## src/rtl/encode_instruction_if.sv

```systemverilog
// Bundle between the encoder, its field-level requester and the
// instruction-memory loader that consumes packed words with their addresses.
interface encode_instruction_if #(
  parameter int ADDR_WIDTH  = 8,
  parameter int COUNT_WIDTH = 8
);
  logic                   in_valid;
  logic                   in_ready;
  logic [2:0]             in_format;
  logic [6:0]             in_opcode;
  logic [4:0]             in_rd;
  logic [4:0]             in_rs1;
  logic [4:0]             in_rs2;
  logic [2:0]             in_funct3;
  logic [6:0]             in_funct7;
  logic [31:0]            in_immediate;
  logic                   out_valid;
  logic                   out_ready;
  logic [31:0]            out_instruction;
  logic [ADDR_WIDTH-1:0]  out_address;
  logic                   out_error;
  logic [COUNT_WIDTH-1:0] error_count;

  modport master (
    output in_valid, in_format, in_opcode, in_rd, in_rs1, in_rs2,
           in_funct3, in_funct7, in_immediate, out_ready,
    input  in_ready, out_valid, out_instruction, out_address, out_error,
           error_count
  );

  modport slave (
    input  in_valid, in_format, in_opcode, in_rd, in_rs1, in_rs2,
           in_funct3, in_funct7, in_immediate, out_ready,
    output in_ready, out_valid, out_instruction, out_address, out_error,
           error_count
  );
endinterface

```

## src/rtl/encode_instruction.sv

```systemverilog
// RV32I instruction encoder: packs decoded fields into a word, range-checks the
// immediate, and streams words with sequential addresses through a 2-stage pipe.
module encode_instruction #(
  parameter int DEPTH       = 256,
  parameter int ADDR_WIDTH  = 8,
  parameter int COUNT_WIDTH = 8
) (
  input logic                 clock,
  input logic                 reset,
  encode_instruction_if.slave bus
);
  localparam logic [31:0]           NOP       = 32'h0000_0013;
  localparam logic [ADDR_WIDTH-1:0] LAST_ADDR = ADDR_WIDTH'(DEPTH - 1);

  logic                   s1Valid_q, s1Valid_d;
  logic                   s1Err_q, s1Err_d;
  logic [31:0]            s1Word_q, s1Word_d;
  logic                   s2Valid_q, s2Valid_d;
  logic                   s2Err_q, s2Err_d;
  logic [31:0]            s2Word_q, s2Word_d;
  logic [ADDR_WIDTH-1:0]  addr_q, addr_d;
  logic [COUNT_WIDTH-1:0] errCount_q, errCount_d;

  logic        s2Advance;
  logic        inReady;
  logic        outXfer;
  logic [31:0] imm;
  logic [31:0] packedWord;
  logic        packedErr;
  logic        immFits12;
  logic        immFits13;
  logic        immFits21;

  assign imm       = bus.in_immediate;
  // Sign-extension checks: every bit above the field's top bit must copy it.
  assign immFits12 = (&imm[31:11]) | ~(|imm[31:11]);
  assign immFits13 = (&imm[31:12]) | ~(|imm[31:12]);
  assign immFits21 = (&imm[31:20]) | ~(|imm[31:20]);

  assign s2Advance = !s2Valid_q || bus.out_ready;
  assign inReady   = !s1Valid_q || s2Advance;
  assign outXfer   = s2Valid_q && bus.out_ready;

  always_comb begin
    packedWord = NOP;
    packedErr  = 1'b0;
    case (bus.in_format)
      3'd0: packedWord = {bus.in_funct7, bus.in_rs2, bus.in_rs1, bus.in_funct3,
                          bus.in_rd, bus.in_opcode};
      3'd1: begin
        packedWord = {imm[11:0], bus.in_rs1, bus.in_funct3, bus.in_rd, bus.in_opcode};
        packedErr  = !immFits12;
      end
      3'd2: begin
        packedWord = {imm[11:5], bus.in_rs2, bus.in_rs1, bus.in_funct3, imm[4:0],
                      bus.in_opcode};
        packedErr  = !immFits12;
      end
      3'd3: begin
        packedWord = {imm[12], imm[10:5], bus.in_rs2, bus.in_rs1, bus.in_funct3,
                      imm[4:1], imm[11], bus.in_opcode};
        packedErr  = !immFits13 || imm[0];
      end
      3'd4: begin
        packedWord = {imm[31:12], bus.in_rd, bus.in_opcode};
        packedErr  = |imm[11:0];
      end
      3'd5: begin
        packedWord = {imm[20], imm[10:1], imm[11], imm[19:12], bus.in_rd, bus.in_opcode};
        packedErr  = !immFits21 || imm[0];
      end
      default: packedErr = 1'b1;
    endcase
  end

  always_comb begin
    s1Valid_d  = s1Valid_q;
    s1Err_d    = s1Err_q;
    s1Word_d   = s1Word_q;
    s2Valid_d  = s2Valid_q;
    s2Err_d    = s2Err_q;
    s2Word_d   = s2Word_q;
    addr_d     = addr_q;
    errCount_d = errCount_q;
    if (inReady) begin
      s1Valid_d = bus.in_valid;
      if (bus.in_valid) begin
        s1Word_d = packedErr ? NOP : packedWord;
        s1Err_d  = packedErr;
      end
    end
    if (s2Advance) begin
      s2Valid_d = s1Valid_q;
      if (s1Valid_q) begin
        s2Word_d = s1Word_q;
        s2Err_d  = s1Err_q;
      end
    end
    // The address belongs to the word currently presented, so it steps after it leaves.
    if (outXfer) begin
      addr_d = (addr_q == LAST_ADDR) ? '0 : addr_q + ADDR_WIDTH'(1);
      if (s2Err_q && !(&errCount_q)) begin
        errCount_d = errCount_q + COUNT_WIDTH'(1);
      end
    end
  end

  always_ff @(posedge clock or posedge reset) begin
    if (reset) begin
      s1Valid_q  <= 1'b0;
      s1Err_q    <= 1'b0;
      s1Word_q   <= '0;
      s2Valid_q  <= 1'b0;
      s2Err_q    <= 1'b0;
      s2Word_q   <= '0;
      addr_q     <= '0;
      errCount_q <= '0;
    end else begin
      s1Valid_q  <= s1Valid_d;
      s1Err_q    <= s1Err_d;
      s1Word_q   <= s1Word_d;
      s2Valid_q  <= s2Valid_d;
      s2Err_q    <= s2Err_d;
      s2Word_q   <= s2Word_d;
      addr_q     <= addr_d;
      errCount_q <= errCount_d;
    end
  end

  assign bus.in_ready        = inReady;
  assign bus.out_valid       = s2Valid_q;
  assign bus.out_instruction = s2Word_q;
  assign bus.out_address     = addr_q;
  assign bus.out_error       = s2Err_q;
  assign bus.error_count     = errCount_q;
endmodule

```

## src/flat_wrapper.sv

```systemverilog
// flat-port wrapper written by rule: the top's interface ports become plain ports
module encode_instruction_flat 
#(
  parameter int DEPTH       = 256,
  parameter int ADDR_WIDTH  = 8,
  parameter int COUNT_WIDTH = 8
)
  (clock, reset, bus_in_valid, bus_in_format, bus_in_opcode, bus_in_rd, bus_in_rs1, bus_in_rs2, bus_in_funct3, bus_in_funct7, bus_in_immediate, bus_out_ready, bus_in_ready, bus_out_valid, bus_out_instruction, bus_out_address, bus_out_error, bus_error_count);
  encode_instruction_if #(.ADDR_WIDTH(ADDR_WIDTH), .COUNT_WIDTH(COUNT_WIDTH)) bus_i ();
  input logic clock;
  input logic reset;
  input wire logic [$bits(bus_i.in_valid)-1:0] bus_in_valid;
  input wire logic [$bits(bus_i.in_format)-1:0] bus_in_format;
  input wire logic [$bits(bus_i.in_opcode)-1:0] bus_in_opcode;
  input wire logic [$bits(bus_i.in_rd)-1:0] bus_in_rd;
  input wire logic [$bits(bus_i.in_rs1)-1:0] bus_in_rs1;
  input wire logic [$bits(bus_i.in_rs2)-1:0] bus_in_rs2;
  input wire logic [$bits(bus_i.in_funct3)-1:0] bus_in_funct3;
  input wire logic [$bits(bus_i.in_funct7)-1:0] bus_in_funct7;
  input wire logic [$bits(bus_i.in_immediate)-1:0] bus_in_immediate;
  input wire logic [$bits(bus_i.out_ready)-1:0] bus_out_ready;
  output wire logic [$bits(bus_i.in_ready)-1:0] bus_in_ready;
  output wire logic [$bits(bus_i.out_valid)-1:0] bus_out_valid;
  output wire logic [$bits(bus_i.out_instruction)-1:0] bus_out_instruction;
  output wire logic [$bits(bus_i.out_address)-1:0] bus_out_address;
  output wire logic [$bits(bus_i.out_error)-1:0] bus_out_error;
  output wire logic [$bits(bus_i.error_count)-1:0] bus_error_count;
  assign bus_i.in_valid = bus_in_valid;
  assign bus_i.in_format = bus_in_format;
  assign bus_i.in_opcode = bus_in_opcode;
  assign bus_i.in_rd = bus_in_rd;
  assign bus_i.in_rs1 = bus_in_rs1;
  assign bus_i.in_rs2 = bus_in_rs2;
  assign bus_i.in_funct3 = bus_in_funct3;
  assign bus_i.in_funct7 = bus_in_funct7;
  assign bus_i.in_immediate = bus_in_immediate;
  assign bus_i.out_ready = bus_out_ready;
  assign bus_in_ready = bus_i.in_ready;
  assign bus_out_valid = bus_i.out_valid;
  assign bus_out_instruction = bus_i.out_instruction;
  assign bus_out_address = bus_i.out_address;
  assign bus_out_error = bus_i.out_error;
  assign bus_error_count = bus_i.error_count;
  encode_instruction #(.DEPTH(DEPTH), .ADDR_WIDTH(ADDR_WIDTH), .COUNT_WIDTH(COUNT_WIDTH)) u_core (.clock(clock), .reset(reset), .bus(bus_i));
endmodule
```

## config.mk

```make
export PLATFORM = sky130hd
export DESIGN_NAME = encode_instruction_flat
export DESIGN_NICKNAME = d
export VERILOG_FILES = /design/src/rtl/encode_instruction_if.sv /design/src/rtl/encode_instruction.sv /design/src/flat_wrapper.sv
export SDC_FILE = /design/constraint.sdc
export NUM_CORES = 1
export LEC_CHECK = 0
export BUFFER_PORTS_ARGS = -buffer_cell sky130_fd_sc_hd__buf_2
export CAP_MARGIN = 20
export CORE_MARGIN = 5
export CORE_UTILIZATION = 56
export DETAILED_ROUTE_END_ITERATION = 16
export PLACE_DENSITY = 0.83
export SLEW_MARGIN = 15
export SYNTH_ARGS = -nofsm -noshare
export SYNTH_HDL_FRONTEND = slang
export SYNTH_SLANG_ARGS = --single-unit
```

## constraint.sdc

```tcl
create_clock -name clock -period 6.47 [get_ports clock]
set_input_delay 0.3235 -clock clock [delete_from_list [all_inputs] [get_ports clock]]
set_output_delay 0.3235 -clock clock [all_outputs]
set_load 0.02 [all_outputs]
```

# After elaboration in Yosys (flattened, before gate mapping)
# Cells that the tools add are included.
# totals
reg_bits,84
input_bits,71
output_inout_bits,51
wordCells,51
# op_classes
addsub,2
n_eq_ne,6
muxes,4
bitwise,6
n_reduce_logical,25
# op_table
cell,n
$pmux 32 s6,1
$mux 32,1
$reduce_or 12->1,2
$reduce_and 21->1,1
$reduce_or 21->1,1
$reduce_and 20->1,1
$reduce_or 20->1,1
$add 8x1->8 const B,2
$reduce_and 12->1,1
$eq 8x8->1 const B,1
$mux 8,1
$reduce_and 8->1,1
$eq 3x2->1 const B,2
$eq 3x3->1 const B,2
$logic_not 1->1,6
$reduce_and 2->1,3
$pmux 1 s5,1
$logic_or 1x1->1,4
$eq 3x1->1 const B,1
$logic_not 3->1,1
$not 1->1,3
$or 1x1->1,3
$logic_and 1x1->1,2
$reduce_or 2->1,1

# Longest topological paths before layout
# Gate-level depths: netlist of the first run.
# depth
ltp_word,7
depth_mapped,8

# Worst setup path before layout of the first run
# No wires, ideal clock.
# synth_timing
kind,input -> register
startpoint,input port bus_in_immediate[23]
endpoint,register u_core.s1Word_q[10]
setup_time_ns,0.104
t_arrival_ns,1.757
required_time_ns,6.366
setup_slack_ns,4.609
cell_stages,5
cell_sequence,or4_4 > o41ai_4 > nor2_2 > buf_6 > o41ai_2
# synth_between
elab_chain_cells,7
elab_cells_between_ends,19
cone_classes,mux: 2; bitwise: 6; reduce/logical: 11
# synth_rtl
item,line,source
"start, declared",flat_wrapper.sv:20,input wire logic [$bits(bus_i.in_immediate)-1:0] bus_in_immediate;
$reduce_or 20->1 or $reduce_or 12->1 (tied branches),"encode_instruction.sv:37, encode_instruction.sv:38",
$not 1->1 (on tied branches),"encode_instruction.sv:37, encode_instruction.sv:38",
$or 1x1->1 (on tied branches),"encode_instruction.sv:37, encode_instruction.sv:38",
$logic_not 1->1 (on tied branches),"encode_instruction.sv:62, encode_instruction.sv:70",
$logic_or 1x1->1 (on tied branches),"encode_instruction.sv:62, encode_instruction.sv:70",
$pmux 1 s5 *,encode_instruction.sv:47,case (bus.in_format)
$mux 32 *,encode_instruction.sv:88,s1Word_d = packedErr ? NOP : packedWord;
"end signal, assigned",encode_instruction.sv:121,s1Word_q <= s1Word_d;
"end, declared",encode_instruction.sv:17,"logic [31:0] s1Word_q, s1Word_d;"
# Every way passes the cells marked *; elsewhere a longest branch is shown, timed or not.
# A chain may end at the register's enable or synchronous reset.

# Worst setup path in the final report of the first run
# layout_timing
startpoint,register u_core.s2Valid_q (netlist: u_core.bus.out_valid)
endpoint,register u_core.s1Word_q[21]
# layout_between
elab_chain_cells,4
# layout_rtl
item,line,source
"start, declared",encode_instruction.sv:18,"logic s2Valid_q, s2Valid_d;"
"start signal, assigned",encode_instruction.sv:122,s2Valid_q <= s2Valid_d;
$logic_not 1->1,encode_instruction.sv:40,assign s2Advance = !s2Valid_q || bus.out_ready;
$logic_or 1x1->1,encode_instruction.sv:40,
$logic_or 1x1->1,encode_instruction.sv:41,assign inReady = !s1Valid_q || s2Advance;
$reduce_and 2->1 (no source line),--,
# No other way between the ends.

==> summary.md, run 1 <==
| Metric | Value |
|---|---|
| Buf+Inv Stages, Crit Path | 0 |
| Full die area | 9170 um2 |
| Placed Cells | 568 |
| Max Slew Vio Count | 0 |
| Avg Synthesized Cell Area | 11.2 um2 |
| Detailed Place HPWL | 7.28 mm |
| Reg clk slew, reported paths | 90 ps |
| Worst Setup EP | u_core.s1Word_q[21] |
| Fin area | 5040 um2 |
| Crit path depth | 4 |
| Nets@finish | 554 |
| Sequential share of the synthesized area | 51.1% |
| Die height | 95.7 um |
| RR Startpoint | u_core.bus.out_valid |
| Initial DRC count | 217 |
| Async SR Flop Fraction | 100% |
| Placed instance area | 4790 um2 |
| Ys Warns | 0 |
| WL/cell | 16.8 um |
| Max_cap viols | 0 |
| First-pass GRT wire length | 16.0 mm |
| Largest net degree at the start of global routing | 85 |
| Cells after Synth | 367 |
| Crit path cell chain | nand3b_1, and2_1, o21ai_1, o31ai_1 |
| Max VDD drop | 0.125 mV |
| Min Tclk post-route | 1940 ps |
| Core Rows | 31 |
| DR vias/cell | 5.80 |
| Slew headroom | 57.4% |
| Fin crit share | 30.0% |
| Reg2reg end | u_core.s1Word_q[21] |
| # setup viols final | 0 |
| Required @ worst endpoint | 6710 ps |
| CP delay by family, top | simple AND/OR/NAND/NOR gates |
| Setup crit start | u_core.bus.out_valid |
| Port Buffer Count | 121 |
| Hold Vio Cnt, Final | 0 |
| Reg2reg setup slack | 4530 ps |
| Critical Path AT | 2180 ps |
| CP Class | reg2reg |
| Die W | 95.7 um |
| Placer congestion estimate | 0.979 |
| Post-synth cell types | 46 |
| Routed Antenna Nets | 0 |
| Final non-filler cell total | 585 |
| WL final | 9.81 mm |
| LEAKAGE | 2.45 nW |
| Total grt overflow | 0 |
| Skew-Pair Late Insertion Delay | 350 ps |
| Vias | 3395 |
| Share of cells above drive strength 1 | 40.3% |
| Setup TNS | 0 ps |
| Overall routing resource usage | 22.4% |
| Antenna violations before repair | 0 |
| Worst r2r path cells | 4 |
| Status | completed |
| Worst Setup Start Kind | flop |
| Crit-path max FO | 18 |
| Worst Skew | 15.3 ps |
| Post-synth EDFFs | 0 |
| Commonest non-fill, non-tap cell in the layout | buf_2 |
| CP peak stage delay | 550 ps |
| HP Class | in2async |
| I/O pin count | 122 |
| Main synth FF type | dfrtp_1 |
| Clk sinks | 84 |
| Area Growth Syn to Fin | 22.4% |
| Antenna cell count | 0 |
| Pwr Density | 295 nW/um2 |
| Clk root buf | clkbuf_8 |
| FF+latch count, synth | 84 |
| DR pass1 iterations | 5 |
| Fmax | 0.515 GHz |
| Initial core utilization | 57.1% |
| Number of setup buffers added after CTS | 0 |
| Clock buffer depth | 2 |
| CTS tree | done |
| RSZ-0062 raised after global routing | false |
| Slew of the pin with the lowest slew margin | 637 ps |
| Most frequent cells in the layout | buf_2, dfrtp_1, nand2_1 |
| CTS Buf Count | 9 |
| Post-cts resize count | 0 |
| Worst path slowest cell | and2_1 |
| Mapped Area | 4120 um2 |
| Number of global-route vias before repair | 3366 |
| # H-tree levels | 3 |
| Core box area | 7210 um2 |
| Post-CTS Hold Buffers | 0 |
| Setup crit end kind | flop |
| Syn_nets | 440 |
| DRC viols | 0 |
==> per-layer routing <==
layer | global-route usage (%) | routed length, um | vias to the layer above
met5 | 0 | 0 | -
met4 | 7.35 | 101 | 0
met3 | 4.07 | 728 | 11
met2 | 34.9 | 4630 | 151
met1 | 31.9 | 4350 | 1643
li1 | - | - | 1590
==> registers in the layout, indices dropped and copies added, names as in the netlist <==
name,flops
u_core.bus.out_valid,1
u_core.s1Err_q,1
u_core.bus.out_instruction,32
u_core.bus.out_address,8
u_core.s1Word_q,32
u_core.s1Valid_q,1
u_core.bus.error_count,8
u_core.bus.out_error,1
==> worst min path at each step <==
stage / endpoint / slack, ps
3_3_place_gp: u_core.s1Word_q[30] / 460
5_1_grt: u_core.bus.error_count[4] / 40
4_1_cts: u_core.s1Valid_q / 190
6_report: u_core.bus.error_count[4] / 20
3_5_place_dp: u_core.s1Word_q[18] / 460
2_1_floorplan: u_core.s1Valid_q / 430
==> cell type report <==
type                            count  area [um2]
Clock buffer                       12         165
Clock inverter                      4        55.1
Fill cell                         563        2180
Inverter                            4        16.3
Multi-Input combinational cell    255        1910
Sequential cell                    84        2100
Tap cell                           99         124
Timing Repair Buffer              127         671
==> cells in the mapped netlist, types with 2 or more instances <==
master	count	share of area, %
a21oi_1	11	1.3
a22o_1	4	0.85
a22oi_1	22	4.0
and3_1	5	0.76
and4_1	2	0.43
buf_1	3	0.27
buf_2	3	0.36
clkbuf_1	16	1.5
dfrtp_1	84	51
ha_1	2	0.61
inv_1	4	0.36
mux2_2	37	10
nand2_1	53	4.8
nand2b_1	7	1.1
nand3_1	3	0.36
nand4_1	8	1.2
nor2_1	7	0.64
nor2b_1	12	1.8
nor4_1	7	1.1
o21ai_0	5	0.61
o22ai_1	6	0.91
o31ai_1	15	2.7
o32a_1	3	0.73
o41ai_1	4	0.85
o41ai_2	11	4.3
xnor2_1	8	1.7
xor2_1	6	1.3
==> logic make-up after synthesis <==
logic type | Yosys count | share of synthesized area [%]
fa+ha+maj | 2 | 0.608
mux | 37 | 10.1
flops | 84 | 51.1
simple gates | 112 | 13.7
xor+xnor | 14 | 2.98
buf+inv | 28 | 2.92
compound gates | 90 | 18.6
==> where the power goes <==
part	internal (mW)	switching, mW
clock network	0.212	0.185
registers	0.614	0.0711
logic	0.164	0.239
total	0.990	0.495
==> worst reg2reg max path: stages (launching register included) <==
cell and delay [ps]:
dfrtp_1 450, nand3b_1 190, and2_1 550, o21ai_1 320, o31ai_1 330
==> metrics by stage <==
stage | hold WS (ps) | total power, mW | setup slack [ps] | util, %
after floorplan | 432 | 0.949 | 3980 | -
after CTS | 194 | 1.50 | 4540 | 69.5
after detailed placement | 461 | 1.10 | 4210 | 66.4
final | 21.7 | 1.49 | 4530 | 69.8
after global placement | 457 | 1.08 | 4300 | 66.4
after global routing | 44.9 | 1.57 | 4370 | 69.8
Power figures use the tool's default switching activity.
==> inputs of run 2 (changes only) <==
--- a/config.mk
+++ b/config.mk
@@ -8,9 +8,9 @@
 export BUFFER_PORTS_ARGS = -buffer_cell sky130_fd_sc_hd__buf_2
 export CAP_MARGIN = 20
 export CORE_MARGIN = 5
-export CORE_UTILIZATION = 56
+export CORE_UTILIZATION = 47
 export DETAILED_ROUTE_END_ITERATION = 16
-export PLACE_DENSITY = 0.83
+export PLACE_DENSITY = 0.74
 export SLEW_MARGIN = 15
 export SYNTH_ARGS = -nofsm -noshare
 export SYNTH_HDL_FRONTEND = slang
==> constraint.sdc (replaced) <==
create_clock -name clock -period 1.75 [get_ports clock]
set_input_delay 0.0875 -clock clock [delete_from_list [all_inputs] [get_ports clock]]
set_output_delay 0.0875 -clock clock [all_outputs]
set_load 0.02 [all_outputs]
==> summary.md, run 2 (synthesis gave the netlist of run 1 again) <==
| Metric | Value |
|---|---|
| Status | completed (unchanged) |
| Routed Antenna Nets | 0 (unchanged) |
| WL/cell | 16.6 um (was 16.8 um) |
| Largest net degree at the start of global routing | 44 (was 85) |
| Crit path cell chain | ha_1, a41oi_2, and3_1, and4_1, xor2_1 (was nand3b_1, and2_1, o21ai_1, o31ai_1) |
| Required @ worst endpoint | 2030 ps (was 6710 ps) |
| Core box area | 8640 um2 (was 7210 um2) |
| Setup crit end kind | flop (unchanged) |
| Antenna violations before repair | 0 (unchanged) |
| CP peak stage delay | 420 ps (was 550 ps) |
| Worst Skew | 10.8 ps (was 15.3 ps) |
| Overall routing resource usage | 19.3% (was 22.4%) |
| # setup viols final | 0 (unchanged) |
| Port Buffer Count | 121 (unchanged) |
| HP Class | in2reg (was in2async) |
| Clock buffer depth | 2 (unchanged) |
| Crit-path max FO | 4 (was 18) |
| Max_cap viols | 0 (unchanged) |
| Initial core utilization | 47.7% (was 57.1%) |
| Initial DRC count | 226 (was 217) |
| Final setup margin | 215 ps (was 4530 ps) |
| Vias | 3487 (was 3395) |
| Total chip power | 5.52 mW (was 1.49 mW) |
| Met1 Usage GRT | 26.2% (was 31.9%) |
| Antenna cell count | 0 (unchanged) |
| Worst path slowest cell | dfrtp_1 (was and2_1) |
| DRC viols | 0 (unchanged) |
| Placer congestion estimate | 0.883 (was 0.979) |
| Slew of the pin with the lowest slew margin | 532 ps (was 637 ps) |
| Critical Path AT | 1810 ps (was 2180 ps) |
| Fin crit share | 87.7% (was 30.0%) |
| Most frequent cells in the layout | buf_2, dfrtp_1, nand2_1 (unchanged) |
| CTS tree | done (unchanged) |
| Max Slew Vio Count | 0 (unchanged) |
| Detailed Place HPWL | 8.09 mm (was 7.28 mm) |
| Hold WS | 68.8 ps (was 21.7 ps) |
| Met3 Track Usage GR | 4.42% (was 4.07%) |
| Worst Setup Start Kind | flop (unchanged) |
| DR vias/cell | 5.54 (was 5.80) |
| Die height | 104 um (was 95.7 um) |
| LEAKAGE | 2.62 nW (was 2.45 nW) |
| Final core utilization | 62.1% (was 69.8%) |
| Full die area | 10700 um2 (was 9170 um2) |
| RSZ-0062 raised after global routing | false (unchanged) |
| Die W | 104 um (was 95.7 um) |
| GR peak layer | met2 (unchanged) |
| DR pass1 iterations | 4 (was 5) |
| Core Rows | 34 (was 31) |
| Final non-filler cell total | 629 (was 585) |
| Max VDD drop | 0.389 mV (was 0.125 mV) |
| Placed Cells | 607 (was 568) |
| # H-tree levels | 3 (unchanged) |
| Share of cells above drive strength 1 | 43.6% (was 40.3%) |
| Nets@finish | 589 (was 554) |
| I/O pin count | 122 (unchanged) |
| M2 GR Usage | 31.0% (was 34.9%) |
| First-pass GRT wire length | 17.2 mm (was 16.0 mm) |
| Commonest non-fill, non-tap cell in the layout | buf_2 (unchanged) |
| Area Growth Syn to Fin | 30.2% (was 22.4%) |
| WL final | 10.4 mm (was 9.81 mm) |
| Slew headroom | 64.4% (was 57.4%) |
| Clk sinks | 84 (unchanged) |
| Number of setup buffers added after CTS | 0 (unchanged) |
| Hold Vio Cnt, Final | 0 (unchanged) |
| CP Class | reg2reg (unchanged) |
| Skew-Pair Late Insertion Delay | 350 ps (about the same) |
| Reg clk slew, reported paths | 90 ps (about the same) |
| Min Tclk post-route | 1530 ps (was 1940 ps) |
| Number of global-route vias before repair | 3559 (was 3366) |
| Pre-CTS WS | -118 ps (was 4210 ps) |
| Total grt overflow | 0 (unchanged) |
| Pwr Density | 1030 nW/um2 (was 295 nW/um2) |
| CTS Buf Count | 9 (unchanged) |
| Fmax | 0.652 GHz (was 0.515 GHz) |
| Clk root buf | clkbuf_8 (unchanged) |
-- run 2: changes by cell type in the layout (fill, tap and decap cells not counted) --
cell           delta
clkinv_4          +2
clkinv_2          -1
buf_12            +4
buf_4            +26
clkbuf_8          -2
a41oi_2           +1
dlygate4sd3_1     +6
clkinvlp_4        +1
and2_1            -1
a41oi_1           -1
buf_16            -1
and2_2            +1
-- run 2: layer usage --
layer	routed length, um	vias up
li1	-	1659
met1	4600	1681
met2	5020	135
met3	684	12
met4	114	0
met5	0	-
-- run 2: final timing paths --
check,from,endpoint,slack (ps),cells after the start
worst max-delay path,u_core.bus.error_count[0],u_core.bus.error_count[5],220,5
worst min-delay path,bus_in_opcode[1],u_core.s1Word_q[1],70,3
worst max register to register,u_core.bus.error_count[0],u_core.bus.error_count[5],220,5
worst min register to register,u_core.s1Word_q[23],u_core.s1Word_q[23],480,2
max in group asynchronous,reset,u_core.bus.out_instruction[27],780,4
min in group asynchronous,reset,u_core.bus.out_address[0],320,3
-- run 2: repair_timing --
item / 4_1_cts / 5_1_grt
gates resized for setup: 0 / 1
hold endpoints to repair: 27 / 0
endpoints found under the setup margin: 0 / 1
hold buffers: 6 / 0
-- run 2: critical path: cells and delay by family (launching register included) --
family / cells / cell delay [ps]
DFF: 1 / 420
AOI/OAI and AO/OA: 1 / 200
adders and majority gates: 1 / 260
and+or+nand+nor: 2 / 440
xor gates and xnor gates: 1 / 140
-- run 2: area by class of cell --
class,instances,area (um2)
clock inverter,6,72.6
tap,108,135
sequential,84,2100
multi-input combinational,255,1910
inverter,4,18.8
fill,751,3280
timing repair buffer,162,978
clock buffer,10,138
-- run 2: through the flow --
step                      area (um2)  TNS (ps)
after floorplan                 4130         0
after global placement          5090      -761
after detailed placement        5090     -1270
after CTS                       5360         0
after global routing            5360         0
final                           5360         0
-- run 2: power by group --
| part | switching (mW) | internal [mW] |
|---|---|---|
| registers | 0.269 | 2.27 |
| clock network | 0.702 | 0.710 |
| logic | 0.895 | 0.676 |
